**src/rtl/serial_subtractor.sv**
```systemverilog
// Bit-serial unsigned subtractor: diff = (a - b - bin) mod 2^WIDTH, LSB first.
// One full-subtractor cell plus a borrow flop processes one bit per clock.
//
// Handshake: start is sampled only in IDLE. The operation is accepted on that
// edge. busy is high in RUN and DONE. done pulses for one cycle. diff and bout
// are valid from the done cycle and hold until the next completion or reset.
module serial_subtractor #(
    parameter int WIDTH = 8
) (
    input  logic             clk,
    input  logic             rst,
    input  logic             start,
    input  logic [WIDTH-1:0] a,
    input  logic [WIDTH-1:0] b,
    input  logic             bin,
    output logic             busy,
    output logic             done,
    output logic [WIDTH-1:0] diff,
    output logic             bout
);

    localparam int CW = (WIDTH > 2) ? $clog2(WIDTH) : 1;
    localparam logic [CW-1:0] LAST_BIT = CW'(WIDTH - 1);

    typedef enum logic [1:0] {
        IDLE = 2'd0,
        RUN  = 2'd1,
        DONE = 2'd2
    } state_t;

    state_t           state;
    logic [WIDTH-1:0] sa;
    logic [WIDTH-1:0] sb;
    logic [WIDTH-1:0] res;
    logic             br;
    logic [CW-1:0]    cnt;

    logic             d;
    logic             br_next;
    logic [WIDTH-1:0] res_next;

    // Full-subtractor cell on the current LSBs and the running borrow
    always_comb begin
        d        = sa[0] ^ sb[0] ^ br;
        br_next  = (~sa[0] & sb[0]) | (~(sa[0] ^ sb[0]) & br);
        res_next = {d, res[WIDTH-1:1]};
    end

    // Control FSM, operand shifters, result assembly and registered outputs
    always_ff @(posedge clk) begin
        if (rst) begin
            state <= IDLE;
            sa    <= '0;
            sb    <= '0;
            res   <= '0;
            br    <= 1'b0;
            cnt   <= '0;
            busy  <= 1'b0;
            done  <= 1'b0;
            diff  <= '0;
            bout  <= 1'b0;
        end else begin
            case (state)
                IDLE: begin
                    done <= 1'b0;
                    if (start) begin
                        sa    <= a;
                        sb    <= b;
                        br    <= bin;
                        cnt   <= '0;
                        busy  <= 1'b1;
                        state <= RUN;
                    end
                end
                RUN: begin
                    sa  <= {1'b0, sa[WIDTH-1:1]};
                    sb  <= {1'b0, sb[WIDTH-1:1]};
                    br  <= br_next;
                    res <= res_next;
                    cnt <= cnt + CW'(1);
                    if (cnt == LAST_BIT) begin
                        // Only the completed word ever reaches diff
                        diff  <= res_next;
                        bout  <= br_next;
                        done  <= 1'b1;
                        state <= DONE;
                    end
                end
                DONE: begin
                    // A start seen here is dropped, not queued
                    done  <= 1'b0;
                    busy  <= 1'b0;
                    state <= IDLE;
                end
                default: begin
                    done  <= 1'b0;
                    busy  <= 1'b0;
                    state <= IDLE;
                end
            endcase
        end
    end

endmodule

```
**config.mk**
```make
export PLATFORM = sky130hd
export DESIGN_NAME = serial_subtractor
export DESIGN_NICKNAME = d
export VERILOG_FILES = /design/src/rtl/serial_subtractor.sv
export SDC_FILE = /design/constraint.sdc
export NUM_CORES = 1
export LEC_CHECK = 0
export ABC_CLOCK_PERIOD_IN_PS = 2000
export CORE_MARGIN = 4
export CORE_UTILIZATION = 30
export DETAILED_ROUTE_END_ITERATION = 10
export HOLD_SLACK_MARGIN = 0.08
export PLACE_DENSITY_LB_ADDON = 0.2
export SETUP_SLACK_MARGIN = 0.1
export SYNTH_ARGS = -nofsm -noshare
export SYNTH_HDL_FRONTEND = slang
export SYNTH_SLANG_ARGS = --single-unit
```
**constraint.sdc**
```tcl
create_clock -name clk -period 2 [get_ports clk]
set_input_delay 0.4 -clock clk [delete_from_list [all_inputs] [get_ports clk]]
set_output_delay 0.4 -clock clk [all_outputs]
set_load 0.02 [all_outputs]
```
# Yosys cells after proc, flatten, opt, wreduce, memory -nomap -nowiden
# Cells that the tools add are included.
# Widths: inputs -> output; s select.
# totals
output_inout_bits	11
word_cells	43
input_bits	20
register_bits	41
# op_classes
mux	13
n_reduce_logical	7
n_bitwise	8
n_eq_ne	4
add_sub_neg	1
# op_table
op	count
$pmux 8 s2	2
$mux 8	2
$reduce_and 2->1	4
$pmux 3 s2	1
$mux 2	2
$ne 2x2->1 const B	2
$pmux 1 s2	2
$pmux 2 s2	1
$add 3x1->3 const B	1
$eq 3x3->1 const B	1
$mux 3	1
$not 1->1	3
$and 1x1->1	2
$eq 2x1->1 const B	1
$logic_not 2->1	1
$mux 1	2
$reduce_bool 2->1	1
$reduce_or 2->1	1
$xor 1x1->1	2
$or 1x1->1	1

# Depth between registers and ports, before layout
# logic_depth
ltp_word	5
depth_mapped	6
ltp_nobuf	5

# Worst setup path before layout
# Ideal clock, no wire load.
# synth_path
kind	register to register
from	register cnt[0]
to	register bout
t_arrival_ns	1.199
path_slack_ns	0.714
t_required_ns	1.913
path_stages_with_launch	6
setup_ns	0.087
path_cell_list	dfxtp_1 ha_1 ha_1 and3b_1 buf_4 a211oi_1
# synth_between
elab_chain_len	2
# synth_lines
item	line	text
start, declared	36	logic [CW-1:0] cnt;
start signal, assigned	80	cnt <= cnt + CW'(1);
$eq 3x3->1	81	if (cnt == LAST_BIT) begin
$reduce_and 2->1 (no source line)	n/a	
end signal, assigned	84	bout <= br_next;
end, declared	19	output logic bout
# No other way between the ends.
# A chain may end at the register's enable or synchronous reset.

# Worst setup path in the final report
# layout_path
from	register done
to	output port done
# layout_lines
item	line	text
start, declared	17	output logic done,
start signal, assigned	59	done <= 1'b0;
start signal, assigned	65	done <= 1'b0;
start signal, assigned	85	done <= 1'b1;
# No word-level cell between the ends.

==> flow_metrics.tcl <==
set metrics [dict create \
    synth_top_area_share_pct 47.94 \
    post_cts_resized 0 \
    track_usage_pct 10.49 \
    path_class "flop to output port" \
    die-area_mm2 0.006825 \
    cts_buffer_depth 2 \
    port-buffer-count 30 \
    fmax_ghz 0.6083 \
    clock_latency_ns 0.29 \
    numCtsBuffers 5 \
    synth_area_mm2 0.001670 \
    slew_viol_final 0 \
    setup_tns_ns 0 \
    post-route-period-util_pct 82.19 \
    wire_per_inst_um 11.56 \
    dp_hpwl_mm 2.207 \
    hold_path_class "flop to flop" \
    maxCapViolations 0 \
    relSlewSlack_pct 74.00 \
    path_delay_family "buffers and inverters" \
    htree_levels 2 \
    crit_path_top_delay_cell "clkdlybuf4s50_1" \
    synth_edf_count 0 \
    switching_power_uw 394.5 \
    hold_viol_final 0 \
    io_pins 31 \
    drt_wl_total_mm 3.178 \
    peakVddDrop_v 0.0004498 \
    critPathBufInv 1 \
    clock-sinks 40 \
    vias 1220 \
    worstSetupEndpointType "output port" \
    drtPass1Iterations 4 \
    place_area_mm2 0.002031 \
    async_reset_ff_share_pct 0 \
    cp_data_required_time_ns 1.60 \
    antennaDiodeCount 0 \
    p_int_uw 1443 \
    ant_nets 0 \
    p_per_area_mw_per_mm2 850.8 \
    fin_crit_ns 1.644 \
    combPwrFrac_pct 12.1 \
    setup_viol 0 \
    max_stage_delay_ns 0.61 \
    synth_area_per_cell_um2 9.437 \
    grt_pass1_vias 1133 \
    drive_above_1_share_pct 11.22 \
    area_delta_synth_final_pct 29.29 \
    p_seq_share_pct 46.9 \
    worst_slew_pin_slew_ns 0.3888 \
    yosysWarnings 0 \
    worst_setup_path_start_kind "flop" \
    finalClockSkew_ns 0.008620 \
    drtIter0Drc 64 \
    cp_max_fo 2 \
    syn_inst 177 \
    cts_hold_buffers 0 \
    synthFlopType "dfxtp_1" \
    dp_worst_setup_slack_ns 0.3211 \
    cts_tree "built" \
    worstPathCellList "clkdlybuf4s50_1" \
    ys_seq_elements 40 \
    yosysTopAreaCell "dfxtp_1" \
    pwr-share-clk_pct 41.0 \
    drc 0 \
    gr-total-overflow 0 \
    avgViaCountPerCell 4.436 \
    yosys-top-cells-area "dfxtp_1, mux2i_1, a211oi_2" \
    grt_antenna_before_repair 0 \
    ys_seq_area_share_pct 47.94 \
    place_congestion 0.6895 \
    post_cts_buffers 0 \
    floorplan.initialDensity_pct 31.89 \
    sw_frac_of_total_pct 21.47 \
    grt_start_max_net_pins 41 \
    critPathArrivalTime_ns 1.24 \
    ys_types 26 \
    rows 26 \
    fp.dieH_um 82.62 \
    root_buffer "clkbuf_8" \
    rsz0062_at_grt "false" \
    worst_slack_ns 0.3562 \
    grt_pass1_wl_mm 5.437 \
    syn_nets 200 \
    outcome "completed" \
    power_leakage_uw 0.0007724 \
    finalCoreUtilization_pct 41.23 \
    die_x_um 82.62 \
    fin_area_mm2 0.002160 \
    coreArea_mm2 0.005238 \
    layout.nets 228 \
    path_clk_slew_ns 0.08 \
]
-- stage by stage --
| stage | hold slack (ns) | cells | power, µW |
|---|---|---|---|
| after floorplan | 0.4321 | 177 | 1030 |
| after global placement | 0.4436 | 268 | 1104 |
| after detailed placement | 0.4456 | 268 | 1104 |
| after CTS | 0.4572 | 275 | 1870 |
| after global routing | 0.4765 | 275 | 1933 |
| final | 0.4541 | 275 | 1837 |
-- cells by family (layout without fill, tap and decap cells) --
| group | count (synthesis) | after routing | share of synthesized area [%] |
|---|---|---|---|
| simple gates | 64 | 64 | 16.11 |
| fa+ha+maj | 3 | 3 | 2.696 |
| buf+inv | 17 | 45 | 6.066 |
| compound gates | 39 | 39 | 18.80 |
| flops | 40 | 40 | 47.94 |
| mux | 14 | 14 | 8.389 |
-- cell usage in the layout, fill, tap and decap left out, drive strengths merged --
cell	n
a21oi	16
bufinv	2
fa	1
and3b	1
clkbuf	5
o21ba	1
a22oi	4
nand3b	1
mux2i	14
inv	3
ha	2
nand2	30
nor2b	2
nor3b	1
buf	5
o21bai	1
clkdlybuf4s50	30
dfxtp	40
a211oi	16
nor4b	1
nor3	3
a2111oi	1
nor2	24
nand2b	1
-- layer usage --
| metal | vias to the layer above | global-route usage [%] | part of all wire (%) |
|---|---|---|---|
| li1 | 657 | - | - |
| met1 | 533 | 14.30 | 52 |
| met2 | 22 | 15.06 | 41 |
| met3 | 8 | 3.471 | 5.3 |
| met4 | 0 | 4.412 | 1.8 |
| met5 | - | 0 | 0 |
-- flip-flops by register name (all words and copies together), names as in the netlist --
register  cells
sa            8
state         2
sb            8
br            1
bout          1
res           7
busy          1
cnt           3
diff          8
done          1
-- cell type report --
cell class              count  area, µm²
clock buffers               5      68.82
well taps                  70      87.58
repair buffers             35      362.8
inverters                   3      11.26
flip-flops and latches     40      800.8
clock inverters             2      60.06
multi-input cells         120      768.2
fillers                   514       3078
-- final timing paths --
kind                 from       to  slack, ns  cells past startpoint
setup / recovery     done     done       0.36                      1
hold / removal    diff[1]  diff[1]       0.45                      2
setup reg to reg   cnt[0]     bout       0.56                      5
hold reg to reg   diff[1]  diff[1]       0.45                      2
-- cell usage after synthesis (all sizes together) (2+ instances only) --
cell type / n
nor2: 24
inv: 3
dfxtp: 40
buf: 10
a211oi: 16
nor2b: 2
clkbuf: 4
nand2: 30
ha: 2
mux2i: 14
a21oi: 16
a22oi: 4
nor3: 3
-- power groups by stage --
stage          sequential, µW  combinational, µW  clock, µW
3_5_place_dp              879                225          0
3_3_place_gp              880                224          0
6_report                  861                223        754
5_1_grt                   867                246        820
4_1_cts                   861                225        784
2_1_floorplan             873                156          0
Note: power is estimated with default switching activity, not from simulation.
